File: src/rtl/cu_pkg.sv
// Shared encodings for the multicycle control unit: FSM states, dispatch classes,
// opcode values and the select/strobe codes driven onto the datapath.
package cu_pkg;

  typedef enum logic [3:0] {
    S_START, S_IF1, S_IF2, S_DECODE, S_MEM1, S_MEM2,
    S_ST, S_INCR, S_JUMP, S_HALT, S_TRAP
  } state_t;

  // Where DECODE sends the FSM next; one class per successor state.
  typedef enum logic [2:0] {
    C_INCR, C_MEM, C_ST, C_JUMP, C_HALT, C_TRAP
  } class_t;

  localparam int unsigned OP_NOP   = 0;
  localparam int unsigned OP_LOAD  = 1;
  localparam int unsigned OP_STORE = 2;
  localparam int unsigned OP_ADD   = 3;
  localparam int unsigned OP_SUB   = 4;
  localparam int unsigned OP_JMP   = 5;
  localparam int unsigned OP_JZ    = 6;

  localparam logic MEM_READ    = 1'b1;
  localparam logic MEM_WRITE   = 1'b0;
  localparam logic MEM_ENABLE  = 1'b0;
  localparam logic MEM_DISABLE = 1'b1;

  localparam logic [1:0] DBUS_MEM = 2'b00;
  localparam logic [1:0] DBUS_GPR = 2'b01;
  localparam logic [1:0] DBUS_ALU = 2'b10;

  localparam logic [1:0] ABUS_IP  = 2'b00;
  localparam logic [1:0] ABUS_CU  = 2'b01;

  localparam logic [1:0] ALU_PASS = 2'b00;
  localparam logic [1:0] ALU_ADD  = 2'b01;
  localparam logic [1:0] ALU_SUB  = 2'b10;

endpackage

File: src/rtl/cu_decode.sv
// Combinational opcode dispatch: opcode + zero_flag -> next-state class and ALU op.
// CU_ILLEGAL_TRAP_EN selects trapping on undefined opcodes instead of treating them as NOP.
module cu_decode
  import cu_pkg::*;
#(
  parameter int OPW = 4
) (
  input  logic [OPW-1:0] opcode,
  input  logic           zero_flag,
  output class_t         cls,
  output logic [1:0]     alu
);

  always_comb begin
    cls = C_INCR;
    alu = ALU_PASS;
    // All-ones is HALT regardless of width, so it is tested before the table.
    if (&opcode) begin
      cls = C_HALT;
    end else begin
      case (opcode)
        OPW'(OP_NOP):   cls = C_INCR;
        OPW'(OP_LOAD):  cls = C_MEM;
        OPW'(OP_STORE): cls = C_ST;
        OPW'(OP_ADD): begin
          cls = C_MEM;
          alu = ALU_ADD;
        end
        OPW'(OP_SUB): begin
          cls = C_MEM;
          alu = ALU_SUB;
        end
        OPW'(OP_JMP):   cls = C_JUMP;
        OPW'(OP_JZ):    cls = zero_flag ? C_JUMP : C_INCR;
`ifdef CU_ILLEGAL_TRAP_EN
        default:        cls = C_TRAP;
`else
        default:        cls = C_INCR;
`endif
      endcase
    end
  end

endmodule

File: src/rtl/cu_multicycle.sv
// Multicycle control unit: fetch/decode/execute FSM with mem_ready wait states.
// Defining CU_ILLEGAL_TRAP_EN adds the TRAP state and the illegal_op output.
module cu_multicycle
  import cu_pkg::*;
#(
  parameter int OPW = 4,
  parameter int RAW = 4,
  parameter int AW  = 8,
  localparam int IW = OPW + RAW + AW
) (
  input  logic           clk,
  input  logic           reset,
  input  logic [IW-1:0]  ir_data,
  input  logic           mem_ready,
  input  logic           zero_flag,
  output logic [1:0]     data_select,
  output logic [1:0]     address_select,
  output logic           sram_en,
  output logic           write_en,
  output logic           ir_load,
  output logic           gpr_load,
  output logic           ip_increment,
  output logic           ip_load,
  output logic [1:0]     alu_op,
  output logic [RAW-1:0] ra,
  output logic [AW-1:0]  address,
  output logic           reset_internal,
  output logic           halted
`ifdef CU_ILLEGAL_TRAP_EN
  ,
  output logic           illegal_op
`endif
);

  state_t     state, next;
  class_t     cls;
  logic [1:0] dec_alu;
  logic [1:0] alu_sel;

  cu_decode #(.OPW(OPW)) u_decode (
    .opcode    (ir_data[IW-1 -: OPW]),
    .zero_flag (zero_flag),
    .cls       (cls),
    .alu       (dec_alu)
  );

  // Fields are captured on leaving DECODE so MEM/ST/JUMP see a stable address.
  always_ff @(posedge clk or posedge reset) begin
    if (reset) begin
      state   <= S_START;
      ra      <= '0;
      address <= '0;
      alu_sel <= ALU_PASS;
    end else begin
      state <= next;
      if (state == S_DECODE) begin
        ra      <= ir_data[AW +: RAW];
        address <= ir_data[AW-1:0];
        alu_sel <= dec_alu;
      end
    end
  end

  always_comb begin
    next           = state;
    data_select    = DBUS_MEM;
    address_select = ABUS_IP;
    sram_en        = MEM_DISABLE;
    write_en       = MEM_READ;
    ir_load        = 1'b0;
    gpr_load       = 1'b0;
    ip_increment   = 1'b0;
    ip_load        = 1'b0;
    alu_op         = ALU_PASS;
    reset_internal = 1'b1;
    halted         = 1'b0;
    case (state)
      S_START: begin
        reset_internal = 1'b0;
        next           = S_IF1;
      end
      S_IF1: begin
        sram_en = MEM_ENABLE;
        if (mem_ready) next = S_IF2;
      end
      S_IF2: begin
        ir_load = 1'b1;
        next    = S_DECODE;
      end
      S_DECODE: begin
        case (cls)
          C_MEM:   next = S_MEM1;
          C_ST:    next = S_ST;
          C_JUMP:  next = S_JUMP;
          C_HALT:  next = S_HALT;
          C_TRAP:  next = S_TRAP;
          default: next = S_INCR;
        endcase
      end
      S_MEM1: begin
        address_select = ABUS_CU;
        sram_en        = MEM_ENABLE;
        if (mem_ready) next = S_MEM2;
      end
      S_MEM2: begin
        gpr_load    = 1'b1;
        alu_op      = alu_sel;
        data_select = (alu_sel == ALU_PASS) ? DBUS_MEM : DBUS_ALU;
        next        = S_INCR;
      end
      S_ST: begin
        data_select    = DBUS_GPR;
        address_select = ABUS_CU;
        write_en       = MEM_WRITE;
        sram_en        = MEM_ENABLE;
        if (mem_ready) next = S_INCR;
      end
      S_INCR: begin
        ip_increment = 1'b1;
        next         = S_IF1;
      end
      S_JUMP: begin
        ip_load = 1'b1;
        next    = S_IF1;
      end
      S_HALT:  halted = 1'b1;
      S_TRAP:  halted = 1'b1;
      default: next = S_START;
    endcase
  end

`ifdef CU_ILLEGAL_TRAP_EN
  assign illegal_op = (state == S_TRAP);
`endif

endmodule

File: config.mk
export PLATFORM = sky130hd
export DESIGN_NAME = cu_multicycle
export DESIGN_NICKNAME = d
export VERILOG_FILES = /design/src/rtl/cu_pkg.sv /design/src/rtl/cu_decode.sv /design/src/rtl/cu_multicycle.sv
export SDC_FILE = /design/constraint.sdc
export NUM_CORES = 1
export LEC_CHECK = 0
export BUFFER_PORTS_ARGS = -buffer_cell sky130_fd_sc_hd__buf_2
export CORE_MARGIN = 10
export CORE_UTILIZATION = 40
export DETAILED_ROUTE_END_ITERATION = 8
export GPL_TIMING_DRIVEN = 0
export PLACE_DENSITY = 0.73
export SYNTH_ARGS = -nofsm -noshare
export SYNTH_HDL_FRONTEND = slang
export SYNTH_SLANG_ARGS = --single-unit
File: constraint.sdc
create_clock -name clk -period 1.7 [get_ports clk]
set_input_delay 0.34 -clock clk [delete_from_list [all_inputs] [get_ports clk]]
set_output_delay 0.34 -clock clk [all_outputs]
set_load 0.05 [all_outputs]
# Word level (Yosys, flattened, before mapping)
# Cells that the tools add are included.
word_totals:
  regBits: 18
  input_bits: 20
  output_inout_bits: 26
  elab_cells: 60
classes:
  eq_ne: 24
  muxes: 22
  bitwise_logic: 1
  reduce_logical: 9
op_table:
  columns: ["cell", "n"]
  rows:
  - ["$pmux 4 s8", 1]
  - ["$eq 4x3->1 const B", 7]
  - ["$pmux 4 s5", 1]
  - ["$eq 4x2->1 const B", 4]
  - ["$eq 4x4->1 const B", 3]
  - ["$mux 4", 3]
  - ["$pmux 3 s4", 1]
  - ["$mux 1", 9]
  - ["$reduce_or 3->1", 3]
  - ["$eq 4x1->1 const B", 2]
  - ["$mux 2", 4]
  - ["$pmux 2 s2", 2]
  - ["$reduce_and 4->1", 2]
  - ["$eq 3x2->1 const B", 2]
  - ["$eq 3x3->1 const B", 2]
  - ["$ne 2x2->1 const B", 3]
  - ["$logic_not 4->1", 1]
  - ["$reduce_or 2->1", 2]
  - ["$eq 3x1->1 const B", 1]
  - ["$mux 3", 1]
  - ["$logic_not 2->1", 1]
  - ["$not 1->1", 1]

# Longest topological paths before layout
# Gate-level depths: netlist (run 1).
logic_depth:
  ltp_word: 7
  mapped_depth: 6
  depth_no_buf: 4

# Hierarchy
# From an unflattened synthesis (run 1), not the netlist that was laid out.
unflattened:
  cells_unflattened: 105
  area_unflattened_um2: 1021.0
by_module_without_submodules:
  columns: ["mod", "n_inst", "cells_each", "area_each_um2", "seq_area_each_um2"]
  rows:
  - ["cu_multicycle", 1, 93, 950.9, 450.4]
  - ["cu_decode", 1, 12, 70.1, 0.0]

# Worst setup path before layout (run 1)
# No wires, ideal clock.
synth_path:
  kind: "register to output"
  startpoint: "register state[1]"
  endpoint: "output write_en"
  t_arrival_ps: 2286
  t_required_ps: 1360
  setup_slack_ps: -926
  path_stages_with_launch: 5
  n_path_buf: 1
  path_cell_list: "dfrtp_1 -> buf_4 -> nand2_1 -> nor3_1 -> inv_1"
synth_via:
  elab_chain_cells: 2
synth_lines:
  columns: ["element", "line_no", "source"]
  rows:
  - ["start, declared", "cu_multicycle.sv:35", "state_t state, next;"]
  - ["start signal, assigned", "cu_multicycle.sv:55", "state <= next;"]
  - ["$eq 4x3->1", "cu_multicycle.sv:77", "case (state)"]
  - ["$mux 1", "cu_multicycle.sv:77", null]
  - ["end, declared", "cu_multicycle.sv:19", "output logic write_en,"]
# Every way passes these cells.

# Final worst setup path (run 1)
layout_path:
  startpoint: "register state[0]"
  endpoint: "output sram_en"
layout_via:
  elab_chain_cells: 3
  elab_cells_between_ends: 5
  cone_classes: "eq/ne: 3; mux: 1; reduce/logical: 1"
layout_lines:
  columns: ["element", "line_no", "source"]
  rows:
  - ["$eq 4x3->1 or $eq 4x1->1 (tied branches)", "cu_multicycle.sv:77", null]
  - ["$reduce_or 3->1 (no source line) *", null, null]
  - ["$mux 1 *", "cu_multicycle.sv:77", null]
  - ["end, declared", "cu_multicycle.sv:18", "output logic sram_en,"]
# Mark *: on every way between the ends. The rest lies on a longest branch, timed or not.

==> summary.md, run 1 <==
| Metric | Value |
|---|---|
| Worst slew margin | 0.564 |
| CP Capture Type | primary output |
| Net Count, Synth | 141 |
| Worst Path Buf+Inv | 3 |
| First-pass GRT wire length | 4.90 mm |
| Final Instance Count excl. Fillers | 206 |
| RSZ-0062 raised after global routing | true |
| Synth unique cells | 35 |
| Post-synth top area share | 0.440 |
| Clk_lat worst skew | 290 ps |
| Hold WS | 122 ps |
| Post-synthesis sequential area ratio | 0.440 |
| Starting Density | 0.417 |
| Antenna Cells | 0 |
| Critical path's slowest cell | or3_1 |
| IR drop worst, VDD | between 1 and 1.5 mV |
| Row count | 18 |
| Max cap viols | 0 |
| NumNets Final | 197 |
| Clock slew at the register clock pins of the worst setup and hold paths | 100 ps |
| Layout cells sized above 1 | 0.455 |
| Crit-path max cell delay | 370 ps |
| CTS Hold Bufs | 0 |
| Power consumption | 0.00341 W |
| EDFF count, synth | 0 |
| Post-synthesis mux area share | 0 |
| Worst Setup SP | state[0] |
| Longest Clk Path Bufs | 2 |
| Most frequent cells after synthesis | 48 x nand2_1, 18 x dfrtp_1, 5 x nor3_1, 4 x inv_1, 4 x nor2_1 |
| Worst slew pin tran | 654 ps |
| Max Clk Rate | between 500 and 600 MHz |
| Most common cell on crit path | buf_6 |
| Final TNS setup | -787 ps |
| Final period utilization | 1.09 |
| Core Area | between 0.002 and 0.0025 mm2 |
| Clk sink count | 18 |
| WP data required | 1360 ps |
| Worst Skew | 3.04 ps |
| Die width | 70.6 um |
| WL/cell | 14.7 um |
| Port buffer count | between 40 and 50 |
| Inserted Clock Buffers | 3 |
| CTS tree | built |
| Synth Area in Adders | 0 |
| Die area | 0.00499 mm2 |
| DR vias | 1032 |
| Worst hold path class | primary input to async pin |
| Post-synth top flop | dfrtp_1 |
| # fillers | between 200 and 250 |
| Number of detailed-route iterations in the first pass | 4 |
| Post-synthesis cell count | approximately 120 |
| DP Area | 0.00132 mm2 |
| DRT iter0 DRCs | 41 |
| Initial antenna violation count | 0 |
| Post-Synth Simple-Gate Area | 0.381 |
| Layout overhead on the synthesized area | 50.8% |
| Hpwl dp | 2.16 mm |
| Yosys reg bits | 18 |
| Status | finished, violations left |
| Final setup margin | -150 ps |
| Final WL | between 3 and 4 mm |
| Warning count from the yosys run | 0 |
| Post-route cell area | roughly 0.0015 mm2 |
| Worst setup path class | flip-flop to primary output |
| LEAKAGE | between 0.7 and 0.8 nW |
| XOR/XNOR Fraction of Synth Area | 0.00855 |
| Largest family of logic cells by synthesized area | simple AND/OR/NAND/NOR gates |
| Largest net degree at the start of global routing | 19 |
| Biggest area consumer among synthesized cells | dfrtp_1 |
| Inst Count DP | 195 |
| Synth Area in Compound Gates | 0.0842 |
| DIE HEIGHT | ~70 um |
| Worst R2R Start | state[3] |
| Gr ovfl total | 0 |
| Final ANT Viol Nets | 0 |
| Final min period | 1850 ps |
| Fin. Hold Viols | 0 |
| Io pins | 46 |
| Via density | 5.01 |
| Crit-path cells | buf_6 -> inv_4 -> or3_1 -> a21o_1 -> buf_6 |
| H-Tree Depth | 1 |
| CP top delay family | simple AND/OR/NAND/NOR gates |
| Setup violators final | 9 |
| Synth top area cells | dfrtp_1 44%, nand2_1 18%, buf_6 3.3% |
| Vias in the first global route | ~1100 |
| Ys async rst share | 1.00 |
| Failing checks | negative setup slack |
| Most common cell in the netlist | nand2_1 |
| CP Launch Type | flip-flop |
| WP data arrival | 1510 ps |
| DRC | 0 |
| Crit Path Max Fanout | 6 |
| Clk root buf | clkbuf_4 |
| Synth Area per Inst | approximately 8.5 um2 |
| Cell Pwr Density | 2210 mW/mm2 |
| Gpl congestion | 0.724 |
| Slew Limit Fails | 0 |
| Synthesized area | ~0.0010 mm2 |
| Total global-route track usage | 0.115 |
-- layer usage --
layer  vias to the layer above  GRT usage  wire [um]
li1                        504          -          -
met1                       493      0.113       1120
met2                        31      0.221       1690
met3                         4     0.0391        188
met4                         0     0.0323         36
met5                         -          0          0
-- cell families after synthesis --
| kind of cell | Yosys count |
|---|---|
| compound gates | 13 |
| xor+xnor | 1 |
| buf+inv | 13 |
| flops | 18 |
| other cells | 1 |
| simple gates | 75 |
-- sequential cells by signal, summed over array words and instances (netlist names) --
name     count
alu_sel      2
address      8
state        4
ra           4
-- power breakdown --
group	leakage (nW)	internal [W]	total (W)	switching, W
registers	0.224	0.000629	0.000741	0.000112
logic	0.548	0.000837	0.00242	0.00158
clock network	0.0210	0.000131	0.000256	0.000126
total	0.793	0.00160	0.00341	0.00182
-- timing repair --
item / 4_1_cts / 5_1_grt
setup buffers: 5 / 3
pin swaps: 4 / 3
endpoints found under the setup margin: 13 / 13
gates resized for setup: 35 / 11
-- layout by cell type (no fill, tap or decap), drive strengths merged, types with 3 or more instances in the layout --
master / count
inv: 5
nand2: 48
o21ai: 4
dfrtp: 18
nand2b: 3
clkbuf: 4
and2: 3
nor3: 6
buf: 59
nor2: 5
nor3b: 3
-- path summary, 6_finish.rpt --
kind	endpoint	slack, ps	cells past startpoint
max	sram_en	-150	5
min	address[0]	120	2
max reg2reg	state[3]	290	5
min reg2reg	address[7]	480	2
max in group asynchronous	state[0]	1160	2
min in group clk	address[5]	230	3
-- worst register-to-register path: stages (launching register included) --
cell,delay [ps]
dfrtp_1,420
buf_6,160
nand4bb_4,200
buf_6,150
buf_2,190
o21bai_1,200
-- final cells by class --
type,count,area (um2),share of cell area
Buffer,7,65.1,0.0421
Clock buffer,4,36.3,0.0235
Inverter,5,21.3,0.0138
Multi-Input combinational cell,90,547,0.354
Sequential cell,18,450,0.291
Tap cell,30,37.5,0.0243
Timing Repair Buffer,52,388,0.251
-- metrics by stage --
step,worst slack (ps),util
3_3_place_gp,-6.87,0.536
3_5_place_dp,-24.5,0.536
4_1_cts,-194,0.613
5_1_grt,-207,0.629
6_report,-150,0.629
2_1_floorplan,-363,-
(Power assumes the default switching activity.)
==> inputs of run 2 (changes only) <==
- PLACE_DENSITY: 0.73 -> 0.67
==> run 2 against run 1 <==
The flow still finishes with violations (negative setup slack). Sequential share of layout area down 1.4 points. Final cell count is 3.4% higher. Global-route usage increased by 0.36 points. Sequential power shrank 0.9%. Critical path depth down 1. First-iteration DRC count is 12% lower. Die area stayed put. Core utilization grew 3.1 points. Register-to-register slack got worse by 130 ps. Critical endpoint unchanged. Highest routed layer unchanged.
==> summary.md, run 2 (synthesis gave the netlist of run 1 again) <==
| Metric | Value |
|---|---|
| Final ANT Viol Nets | 0 |
| Final period utilization | 1.11 |
| Row count | 18 |
| Layout cells sized above 1 | 0.497 |
| Worst setup path class | flip-flop to primary output |
| Longest Clk Path Bufs | 2 |
| Commonest non-fill, non-tap cell in the layout | nand2_1 |
| Worst hold path class | primary input to async pin |
| Inserted Clock Buffers | 3 |
| Clk sink count | 18 |
| First-pass GRT wire length | 4.99 mm |
| Number of detailed-route iterations in the first pass | 4 |
| Worst Setup SP | state[1] |
| Clock slew at the register clock pins of the worst setup and hold paths | 110 ps |
| Initial antenna violation count | 0 |
| Final WL | roughly 3.2 mm |
| Via density | 5.06 |
| FF-to-FF setup slack | 160 ps |
| Worst R2R Start | state[1] |
| LEAKAGE | between 0.8 and 0.9 nW |
| CTS tree | built |
| Worst slew margin | 0.532 |
| Core Area | 0.00245 mm2 |
| Status | finished, violations left |
| Cell Pwr Density | 2210 mW/mm2 |
| NumNets Final | about 200 |
| DRT iter0 DRCs | 36 |
| RR Endpoint | state[3] |
| Die width | 70.6 um |
| DRC | 0 |
| WP data required | 1360 ps |
| CP Launch Type | flip-flop |
| RSZ-0062 raised after global routing | true |
| Final TNS setup | -1010 ps |
| Worst Skew | 4.89 ps |
| Final Core Density | 0.660 |
| Antenna Cells | 0 |
| WP data arrival | 1550 ps |
| Setup crit end | sram_en |
| IR drop worst, VDD | 1.20 mV |
| Io pins | between 40 and 50 |
| Clk root buf | clkbuf_4 |
| CP Capture Type | primary output |
| Total global-route track usage | 0.118 |
| CTS Hold Bufs | 0 |
| Max cap viols | 0 |
| Most frequent cells in the layout | 47 x nand2_1, 32 x buf_2, 18 x dfrtp_1 |
| H-Tree Depth | 1 |
| Layout overhead on the synthesized area | 58.1% |
| Hpwl dp | 2.12 mm |
| Biggest register | address |
| Max FFs per register | 8 |
| Max Clk Rate | 530 MHz |
| Worst slew pin tran | 701 ps |
| Slew Limit Fails | 0 |
| Setup violators final | 11 |
| WL/cell | 15.0 um |
| Die area | 0.00499 mm2 |
| Fin. Hold Viols | 0 |
| Final min period | roughly 1900 ps |
| Depth of the worst register-to-register path | 8 |
| Failing checks | negative setup slack |
| Final setup margin | -187 ps |
| DR vias | 1078 |
| Largest net degree at the start of global routing | 19 |
| Starting Density | 0.417 |
| DIE HEIGHT | 70.6 um |
| Top Registers | address: 8 flops, ra: 4 flops, state: 4 flops |
| Port buffer count | 44 |
| Gr ovfl total | 0 |
| Clk_lat worst skew | 300 ps |
| Crit Path Max Fanout | 5 |
| Vias in the first global route | 1102 |
| Gpl congestion | 0.734 |
-- run 2: critical path, stage by stage, from the launching register on --
cell	delay (ps)
dfrtp_1	410
buf_6	140
or3_1	360
a21o_1	190
buf_6	150
-- run 2: where the power goes --
| group | switching (W) | internal [W] |
|---|---|---|
| registers | 0.000106 | 0.000629 |
| clock network | 0.000144 | 0.000131 |
| logic | 0.00164 | 0.000930 |
-- run 2: per-stage QoR --
stage | cells | cell area, um2 | hold WS [ps] | setup WS, ps | total power [W]
6_report | 213 | 1620 | 127 | -187 | 0.00358
5_1_grt | 213 | 1620 | 169 | -245 | 0.00380
4_1_cts | 212 | 1580 | 155 | -182 | 0.00345
3_5_place_dp | 195 | 1320 | 457 | -33.4 | 0.00279
3_3_place_gp | 195 | 1320 | 453 | -7.41 | 0.00275
2_1_floorplan | 121 | 1060 | 279 | -363 | 0.00236
-- run 2: how the worst min path moves through the flow --
stage                      end       start  cells past startpoint  slack (ps)
global placement         ra[0]       ra[0]                      2         450
global route        address[5]       reset                      2         170
finish              address[4]       reset                      2         130
detailed placement  address[0]  address[0]                      2         460
floorplan           address[0]       reset                      1         280
CTS                 address[0]       reset                      2         160
-- run 2: cell type report --
type | instances | area (um2)
sequential | 18 | 450
timing repair buffer | 59 | 440
buffer | 7 | 65.1
inverter | 5 | 21.3
multi-input combinational | 90 | 569
fill | 205 | 835
clock buffer | 4 | 36.3
tap | 30 | 37.5
-- run 2: metal layers --
metal	vias up	part of all wire	global-route usage
met5	-	0	0
met4	0	0.020	0.0452
met3	10	0.058	0.0335
met2	41	0.53	0.216
met1	512	0.39	0.126
li1	515	-	-
-- run 2: repair_timing --
| action | 4_1_cts | 5_1_grt |
|---|---|---|
| pin swaps | 7 | 10 |
| gates cloned | 1 | 0 |
| setup buffers | 12 | 4 |
| gates resized for setup | 41 | 9 |
| setup endpoints to repair | 12 | 13 |
